### src/rtl/guess_game_if.sv
`default_nettype none
// ============================================================================
// Module      : guess_game_if
// Description : Bundle between the digit source / overlay and the xAyB game
//               controller.
//               Inputs to the controller: num_valid, num1..num3 (BCD, MS first)
//               and new_game.
//               Outputs from the controller: num_ready, ans_loaded,
//               guess1..guess3, a_cnt, b_cnt, result_valid, err, tries, win,
//               lose and game_state.
//               master = digit source / overlay side; slave = controller.
// Revision    : 1.0 - initial release
// ============================================================================
interface guess_game_if;
    logic       num_valid;
    logic       num_ready;
    logic [3:0] num1;
    logic [3:0] num2;
    logic [3:0] num3;
    logic       new_game;
    logic       ans_loaded;
    logic [3:0] guess1;
    logic [3:0] guess2;
    logic [3:0] guess3;
    logic [1:0] a_cnt;
    logic [1:0] b_cnt;
    logic       result_valid;
    logic       err;
    logic [3:0] tries;
    logic       win;
    logic       lose;
    logic [2:0] game_state;

    modport master (
        output num_valid, num1, num2, num3, new_game,
        input  num_ready, ans_loaded, guess1, guess2, guess3, a_cnt, b_cnt,
               result_valid, err, tries, win, lose, game_state
    );

    modport slave (
        input  num_valid, num1, num2, num3, new_game,
        output num_ready, ans_loaded, guess1, guess2, guess3, a_cnt, b_cnt,
               result_valid, err, tries, win, lose, game_state
    );
endinterface
`default_nettype wire

### src/rtl/guess_game_ctrl.sv
`default_nettype none
// ============================================================================
// Module      : guess_game_ctrl
// Description : Sequencing controller for the three-digit xAyB guessing game.
//               Latches the secret answer, accepts guesses over a valid/ready
//               handshake, scores one digit per cycle into exact-position (A)
//               and wrong-position (B) counts, counts attempts and declares
//               win or lose. All outputs are registered or decoded from the
//               state register.
// Ports       : clk   - system clock
//               reset - synchronous, active-high
//               bus   - guess_game_if.slave (handshake, digits, results)
// Parameters  : MAX_TRIES - scored guesses allowed before LOSE (1..15)
// Build macro : GG_DUP_CHECK_EN - when defined, submissions with repeated
//               digits are rejected with err (answer and guesses).
// Revision    : 1.0 - initial release
// ============================================================================
module guess_game_ctrl #(
    parameter int MAX_TRIES = 8
) (
    input  logic         clk,
    input  logic         reset,
    guess_game_if.slave  bus
);

    localparam logic [3:0] c_MAX_TRIES = 4'(MAX_TRIES);

    typedef enum logic [2:0] {
        ST_IDLE   = 3'd0,
        ST_WAIT   = 3'd1,
        ST_CHECK  = 3'd2,
        ST_REPORT = 3'd3,
        ST_WIN    = 3'd4,
        ST_LOSE   = 3'd5
    } state_t;

    state_t            state_q, state_d;
    logic [0:2][3:0]   ans_q, ans_d;      // [0] is the most significant digit
    logic [0:2][3:0]   guess_q, guess_d;
    logic [2:0]        acc_a_q, acc_a_d;
    logic [2:0]        acc_b_q, acc_b_d;
    logic [1:0]        idx_q, idx_d;
    logic [1:0]        a_cnt_q, a_cnt_d;
    logic [1:0]        b_cnt_q, b_cnt_d;
    logic [3:0]        tries_q, tries_d;
    logic              result_valid_q, result_valid_d;
    logic              err_q, err_d;
    logic              loaded_q, loaded_d;

    logic              w_ready;
    logic              w_xfer;
    logic              w_range_ok;
    logic              w_dup;
    logic              w_in_ok;
    logic [0:2][3:0]   w_in_digits;
    logic [3:0]        w_gk;
    logic              w_a_inc;
    logic [1:0]        w_b_inc;
    logic [2:0]        w_acc_a_nxt;
    logic [2:0]        w_acc_b_nxt;

    function automatic logic [1:0] sat3(input logic [2:0] v);
        return (v > 3'd3) ? 2'd3 : v[1:0];
    endfunction

    // ------------------------------------------------------------------
    // Submission qualification
    // ------------------------------------------------------------------
    assign w_in_digits = {bus.num1, bus.num2, bus.num3};
    assign w_ready     = (state_q == ST_IDLE) || (state_q == ST_WAIT);
    assign w_xfer      = bus.num_valid && w_ready;

    always_comb begin
        w_range_ok = (bus.num1 <= 4'd9) && (bus.num2 <= 4'd9) && (bus.num3 <= 4'd9);
`ifdef GG_DUP_CHECK_EN
        w_dup = (bus.num1 == bus.num2) || (bus.num1 == bus.num3) ||
                (bus.num2 == bus.num3);
`else
        w_dup = 1'b0;
`endif
    end

    assign w_in_ok = w_range_ok && !w_dup;

    // ------------------------------------------------------------------
    // Serial scoring of guess digit idx_q against the whole answer
    // ------------------------------------------------------------------
    always_comb begin
        case (idx_q)
            2'd0:    w_gk = guess_q[0];
            2'd1:    w_gk = guess_q[1];
            default: w_gk = guess_q[2];
        endcase
        w_a_inc = 1'b0;
        w_b_inc = 2'd0;
        for (int j = 0; j < 3; j++) begin
            if (ans_q[j] == w_gk) begin
                if (j[1:0] == idx_q) begin
                    w_a_inc = 1'b1;
                end else begin
                    w_b_inc = w_b_inc + 2'd1;
                end
            end
        end
    end

    // Raw B can reach 6 with repeated digits, hence the 3-bit accumulators.
    assign w_acc_a_nxt = acc_a_q + {2'b00, w_a_inc};
    assign w_acc_b_nxt = acc_b_q + {1'b0, w_b_inc};

    // ------------------------------------------------------------------
    // State register
    // ------------------------------------------------------------------
    always_ff @(posedge clk) begin
        if (reset) begin
            state_q        <= ST_IDLE;
            ans_q          <= '0;
            guess_q        <= '0;
            acc_a_q        <= 3'd0;
            acc_b_q        <= 3'd0;
            idx_q          <= 2'd0;
            a_cnt_q        <= 2'd0;
            b_cnt_q        <= 2'd0;
            tries_q        <= 4'd0;
            result_valid_q <= 1'b0;
            err_q          <= 1'b0;
            loaded_q       <= 1'b0;
        end else begin
            state_q        <= state_d;
            ans_q          <= ans_d;
            guess_q        <= guess_d;
            acc_a_q        <= acc_a_d;
            acc_b_q        <= acc_b_d;
            idx_q          <= idx_d;
            a_cnt_q        <= a_cnt_d;
            b_cnt_q        <= b_cnt_d;
            tries_q        <= tries_d;
            result_valid_q <= result_valid_d;
            err_q          <= err_d;
            loaded_q       <= loaded_d;
        end
    end

    // ------------------------------------------------------------------
    // Next-state and datapath updates
    // ------------------------------------------------------------------
    always_comb begin
        state_d        = state_q;
        ans_d          = ans_q;
        guess_d        = guess_q;
        acc_a_d        = acc_a_q;
        acc_b_d        = acc_b_q;
        idx_d          = idx_q;
        a_cnt_d        = a_cnt_q;
        b_cnt_d        = b_cnt_q;
        tries_d        = tries_q;
        loaded_d       = loaded_q;
        result_valid_d = 1'b0;
        err_d          = 1'b0;

        case (state_q)
            ST_IDLE: begin
                if (w_xfer) begin
                    if (w_in_ok) begin
                        ans_d    = w_in_digits;
                        loaded_d = 1'b1;
                        tries_d  = 4'd0;
                        a_cnt_d  = 2'd0;
                        b_cnt_d  = 2'd0;
                        state_d  = ST_WAIT;
                    end else begin
                        err_d = 1'b1;
                    end
                end
            end

            ST_WAIT: begin
                if (w_xfer) begin
                    if (w_in_ok) begin
                        guess_d = w_in_digits;
                        acc_a_d = 3'd0;
                        acc_b_d = 3'd0;
                        idx_d   = 2'd0;
                        state_d = ST_CHECK;
                    end else begin
                        err_d = 1'b1;
                    end
                end
            end

            ST_CHECK: begin
                acc_a_d = w_acc_a_nxt;
                acc_b_d = w_acc_b_nxt;
                idx_d   = idx_q + 2'd1;
                // Last digit: publish the totals straight from the adders so
                // the visible counts move together with tries.
                if (idx_q == 2'd2) begin
                    a_cnt_d        = sat3(w_acc_a_nxt);
                    b_cnt_d        = sat3(w_acc_b_nxt);
                    tries_d        = tries_q + 4'd1;
                    result_valid_d = 1'b1;
                    state_d        = ST_REPORT;
                end
            end

            ST_REPORT: begin
                // A win on the final try beats the loss.
                if (a_cnt_q == 2'd3) begin
                    state_d = ST_WIN;
                end else if (tries_q == c_MAX_TRIES) begin
                    state_d = ST_LOSE;
                end else begin
                    state_d = ST_WAIT;
                end
            end

            ST_WIN, ST_LOSE: begin
                if (bus.new_game) begin
                    state_d  = ST_IDLE;
                    loaded_d = 1'b0;
                    tries_d  = 4'd0;
                    a_cnt_d  = 2'd0;
                    b_cnt_d  = 2'd0;
                    guess_d  = '0;
                end
            end

            default: begin
                state_d = ST_IDLE;
            end
        endcase
    end

    // ------------------------------------------------------------------
    // Outputs
    // ------------------------------------------------------------------
    assign bus.num_ready    = w_ready;
    assign bus.ans_loaded   = loaded_q;
    assign bus.guess1       = guess_q[0];
    assign bus.guess2       = guess_q[1];
    assign bus.guess3       = guess_q[2];
    assign bus.a_cnt        = a_cnt_q;
    assign bus.b_cnt        = b_cnt_q;
    assign bus.result_valid = result_valid_q;
    assign bus.err          = err_q;
    assign bus.tries        = tries_q;
    assign bus.win          = (state_q == ST_WIN);
    assign bus.lose         = (state_q == ST_LOSE);
    assign bus.game_state   = state_q;

endmodule
`default_nettype wire
### src/flat_wrapper.sv
// flat-port wrapper written by rule: the top's interface ports become plain ports
module guess_game_ctrl_flat 
#(
    parameter int MAX_TRIES = 8
)
  (clk, reset, bus_num_valid, bus_num1, bus_num2, bus_num3, bus_new_game, bus_num_ready, bus_ans_loaded, bus_guess1, bus_guess2, bus_guess3, bus_a_cnt, bus_b_cnt, bus_result_valid, bus_err, bus_tries, bus_win, bus_lose, bus_game_state);
  guess_game_if bus_i ();
  input  logic clk;
  input  logic reset;
  input wire logic [$bits(bus_i.num_valid)-1:0] bus_num_valid;
  input wire logic [$bits(bus_i.num1)-1:0] bus_num1;
  input wire logic [$bits(bus_i.num2)-1:0] bus_num2;
  input wire logic [$bits(bus_i.num3)-1:0] bus_num3;
  input wire logic [$bits(bus_i.new_game)-1:0] bus_new_game;
  output wire logic [$bits(bus_i.num_ready)-1:0] bus_num_ready;
  output wire logic [$bits(bus_i.ans_loaded)-1:0] bus_ans_loaded;
  output wire logic [$bits(bus_i.guess1)-1:0] bus_guess1;
  output wire logic [$bits(bus_i.guess2)-1:0] bus_guess2;
  output wire logic [$bits(bus_i.guess3)-1:0] bus_guess3;
  output wire logic [$bits(bus_i.a_cnt)-1:0] bus_a_cnt;
  output wire logic [$bits(bus_i.b_cnt)-1:0] bus_b_cnt;
  output wire logic [$bits(bus_i.result_valid)-1:0] bus_result_valid;
  output wire logic [$bits(bus_i.err)-1:0] bus_err;
  output wire logic [$bits(bus_i.tries)-1:0] bus_tries;
  output wire logic [$bits(bus_i.win)-1:0] bus_win;
  output wire logic [$bits(bus_i.lose)-1:0] bus_lose;
  output wire logic [$bits(bus_i.game_state)-1:0] bus_game_state;
  assign bus_i.num_valid = bus_num_valid;
  assign bus_i.num1 = bus_num1;
  assign bus_i.num2 = bus_num2;
  assign bus_i.num3 = bus_num3;
  assign bus_i.new_game = bus_new_game;
  assign bus_num_ready = bus_i.num_ready;
  assign bus_ans_loaded = bus_i.ans_loaded;
  assign bus_guess1 = bus_i.guess1;
  assign bus_guess2 = bus_i.guess2;
  assign bus_guess3 = bus_i.guess3;
  assign bus_a_cnt = bus_i.a_cnt;
  assign bus_b_cnt = bus_i.b_cnt;
  assign bus_result_valid = bus_i.result_valid;
  assign bus_err = bus_i.err;
  assign bus_tries = bus_i.tries;
  assign bus_win = bus_i.win;
  assign bus_lose = bus_i.lose;
  assign bus_game_state = bus_i.game_state;
  guess_game_ctrl #(.MAX_TRIES(MAX_TRIES)) u_core (.clk(clk), .reset(reset), .bus(bus_i));
endmodule
### config.mk
export PLATFORM = sky130hd
export DESIGN_NAME = guess_game_ctrl_flat
export DESIGN_NICKNAME = d
export VERILOG_FILES = /design/src/rtl/guess_game_if.sv /design/src/rtl/guess_game_ctrl.sv /design/src/flat_wrapper.sv
export SDC_FILE = /design/constraint.sdc
export NUM_CORES = 1
export LEC_CHECK = 0
export CAP_MARGIN = 0
export CORE_MARGIN = 1
export CORE_UTILIZATION = 35
export CTS_CLUSTER_SIZE = 14
export DETAILED_ROUTE_END_ITERATION = 8
export PLACE_DENSITY = 0.6
export SYNTH_ARGS = -nofsm -noshare
export SYNTH_HDL_FRONTEND = slang
export SYNTH_SLANG_ARGS = --single-unit
### constraint.sdc
create_clock -name clk -period 4.6 [get_ports clk]
set_clock_uncertainty 0.2 [all_clocks]
set_input_delay 1.38 -clock clk [delete_from_list [all_inputs] [get_ports clk]]
set_output_delay 1.38 -clock clk [all_outputs]
set_load 0.01 [all_outputs]
==> results.md <==
* GPL Wtd Cong at 0.8206
* Most used routing layer: met2
* Reg2Reg Depth at 16
* Asr flop ratio synth at 0%
* Setup TNS at 0 ns
* EDFF count, synth at 0
* HPWL after detailed placement at 3995 um
* Met3 GRT Util at around 3.8%
* CTS resizes at 0
* ANT nets after route at 0
* First-pass GRT wire length at 9577 um
* Critical path startpoint category: flop
* Worst-skew pair later-pin latency at 0.30 ns
* Final instance area at 2919 sq um
* Max transition margin at 36.26%
* Pin count of the biggest net entering global routing at 47
* Setup crit end kind: flop
* HP Start: u_core.bus.b_cnt[1]$_SDFFE_PP0P_
* Crit path kind: reg -> reg
* Fill count at 631
* Via/cell ratio at 5.192
* Worst Path Required at 4.63 ns
* Share of cells above drive strength 1 at 6.472%
* Area of the multi-input gates at 1299 sq um
* Reg2reg end: u_core.bus.b_cnt[1]$_SDFFE_PP0P_
* Die H at 83.44 um
* VDD IR max at between 0.1 and 0.15 mV
* Clock Pin Slew Worst Setup and Hold Paths at ~0.090 ns
* Dpl cell area at 2809 sq um
* TritonRoute pass-1 iters at 4
* Reg2Reg Setup Slack at 0.52 ns
* Sequential cell area at 920.9 sq um
* Post-CTS setup buffer count at 0
* Fin crit share at 88.66%
* Num CTS Buffers at 5
* Status: completed
* Reg-to-Reg Start: u_core.idx_q[0]$_SDFFE_PP0P_
* Die X at 83.44 um
* Final worst path period need at 4.078 ns
* Row cnt at 29
* Hold Vio Cnt, Final at 0
* Worst-margin pin slew at 0.9526 ns
* Lkg Pwr at 0.001033 uW
* Post-synth top area share at 39.68%
* Yosys top cell by area: dfxtp_1
* Hold crit path type: reg -> reg
* Synth-to-Final Area Change at 25.77%
* Clk sinks at 46
* Post-synth net total at 295
* H-tree depth at 2
* Total number of vias at 2004
* Routing usage on met2 at 26.83%
* Wirelength per Cell at 14.26 um
* Final setup fails at 0
* Post-Syn Area at about 2300 sq um
* Hold Path Depth at 2
* Main flop type after synthesis: dfxtp_1
* Initial DRC Count at 132
* Total length of routed wires at 5505 um
* CP max FO at 9
* Clock root cell: clkbuf_8
* Grt met1 use at 23.27%
* N_diodes at 0
* Drt drc at 0
* Initial Util at about 36%
* Hold EP: u_core.bus.b_cnt[1]$_SDFFE_PP0P_
* Vias in the first global route at 1923
* Total track usage at 17.11%
* Netlist cell types at between 40 and 50
* Sequential area share after synthesis at just under 40%
* Total Die Area at around 7000 sq um
* Dominant cells by area after synthesis: dfxtp_1 40%, mux2i_1 6.0%, nor2_1 5.5%, a21oi_1 5.4%, ha_1 4.9%
* Layout net count at 334
* Flops & latches, synth at 46
* Core area at 6386 sq um
* Syn Area/Cell at 8.628 sq um
* CTS tree: done
* Most frequent cells in the layout: 46 x dfxtp_1, 44 x clkdlybuf4s50_1, 34 x nor2_1
* RSZ-0062 raised after global routing: false
* Hold buffer count at CTS at 0
* Post-Syn Instances at 269
* Initial antenna violation count at 0
* Fmax at 245.2 MHz
* Arrival time worst endpoint at 4.10 ns
* Port bufs at 44
* I/O pin total at between 40 and 50
* Most common cell after layout, fill and taps aside: dfxtp_1
* Max Cap Violations at 0
* Total grt overflow at 0
* Yosys Warn Count at 0
* Pwr per Cell Area at 275.3 nW/um^2
* Final-report max-slew violation count at 0
* Clock Path Buffers at 2
==> worst max-delay path, stage by stage (launching register included) <==
cell      delay (ns)
dfxtp_1         0.35
inv_1           0.08
ha_1            0.33
or3b_4          0.42
and3_4          0.20
nor4b_4         0.26
nor4b_4         0.27
ha_1            0.29
mux2i_1         0.19
xor2_1          0.17
ha_1            0.16
inv_1           0.05
fa_1            0.39
xnor2_1         0.24
nand2b_1        0.14
nand3_1         0.07
a21oi_1         0.17
==> stage by stage <==
stage | util (%) | setup WS, ns | power (uW) | hold slack [ns] | cells
after floorplan | - | 0.8842 | 487.6 | 0.2545 | 269
after CTS | 45.71 | 0.4984 | 813.0 | 0.2721 | 386
after global placement | 43.99 | 0.7005 | 525.3 | 0.2540 | 378
after detailed placement | 43.99 | 0.5504 | 526.1 | 0.2601 | 378
after global routing | 45.71 | 0.2175 | 842.6 | 0.2952 | 386
final | 45.71 | 0.5217 | 803.7 | 0.2666 | 386
==> report_power, final <==
group / switching, uW / internal, uW / leakage (uW)
logic: 55.1 / 48.6 / 0.000603
registers: 7.58 / 406 / 0.000372
clock network: 135 / 152 / 0.0000575
==> state kept, by name, summed over array words and instances, names as in the netlist, 2 cells and up <==
name / count
u_core.bus.guess1: 4
u_core.bus.b_cnt: 2
u_core.ans_q: 12
u_core.acc_a_q: 3
u_core.bus.game_state: 3
u_core.bus.guess2: 4
u_core.acc_b_q: 3
u_core.idx_q: 2
u_core.bus.tries: 4
u_core.bus.a_cnt: 2
u_core.bus.guess3: 4
==> Yosys cell counts, drive strengths merged (4+ instances only) <==
library cell and n:
a21oi 27, a22oi 9, buf 4, clkbuf 10, dfxtp 46, ha 9, inv 10, mux2i 14
nand2 25, nand3 16, nor2 34, nor3 5, o21ai 5, xnor2 7, xor2 6
==> layer usage <==
layer	vias to the layer above	share of wire (%)
met4	0	1.5
met5	-	0
met1	928	47
li1	1018	-
met2	51	47
met3	7	4.5
==> how the worst max path moves through the flow <==
stage | from | endpoint | slack [ns] | cells past startpoint
detailed placement | u_core.idx_q[0]$_SDFFE_PP0P_ | u_core.bus.b_cnt[1]$_SDFFE_PP0P_ | 0.55 | 16
global route | u_core.idx_q[0]$_SDFFE_PP0P_ | u_core.bus.b_cnt[1]$_SDFFE_PP0P_ | 0.22 | 16
finish | u_core.idx_q[0]$_SDFFE_PP0P_ | u_core.bus.b_cnt[1]$_SDFFE_PP0P_ | 0.52 | 16
floorplan | u_core.idx_q[0]$_SDFFE_PP0P_ | u_core.bus.b_cnt[1]$_SDFFE_PP0P_ | 0.88 | 17
CTS | u_core.idx_q[0]$_SDFFE_PP0P_ | u_core.bus.b_cnt[1]$_SDFFE_PP0P_ | 0.50 | 16
global placement | u_core.idx_q[0]$_SDFFE_PP0P_ | u_core.bus.b_cnt[1]$_SDFFE_PP0P_ | 0.70 | 16
==> cell families (layout without fill, tap and decap cells) <==
group / after synthesis / in the layout / synth area share [%]
AO/OA/AOI/OAI: 55 / 55 / 14.72
XOR/XNOR: 13 / 13 / 4.906
adder cells (fa/ha/maj): 10 / 10 / 5.714
buffers and inverters: 24 / 64 / 4.367
flip-flops: 46 / 46 / 39.68
multiplexers: 14 / 14 / 6.038
AND/OR/NAND/NOR: 107 / 107 / 24.58
==> area by class of cell <==
type	count	area share (%)
Timing Repair Buffer	46	15.60
Tap cell	77	3.300
Clock buffer	8	3.772
Inverter	10	1.286
Multi-Input combinational cell	199	44.49
Sequential cell	46	31.55
Power figures use the tool's default switching activity.
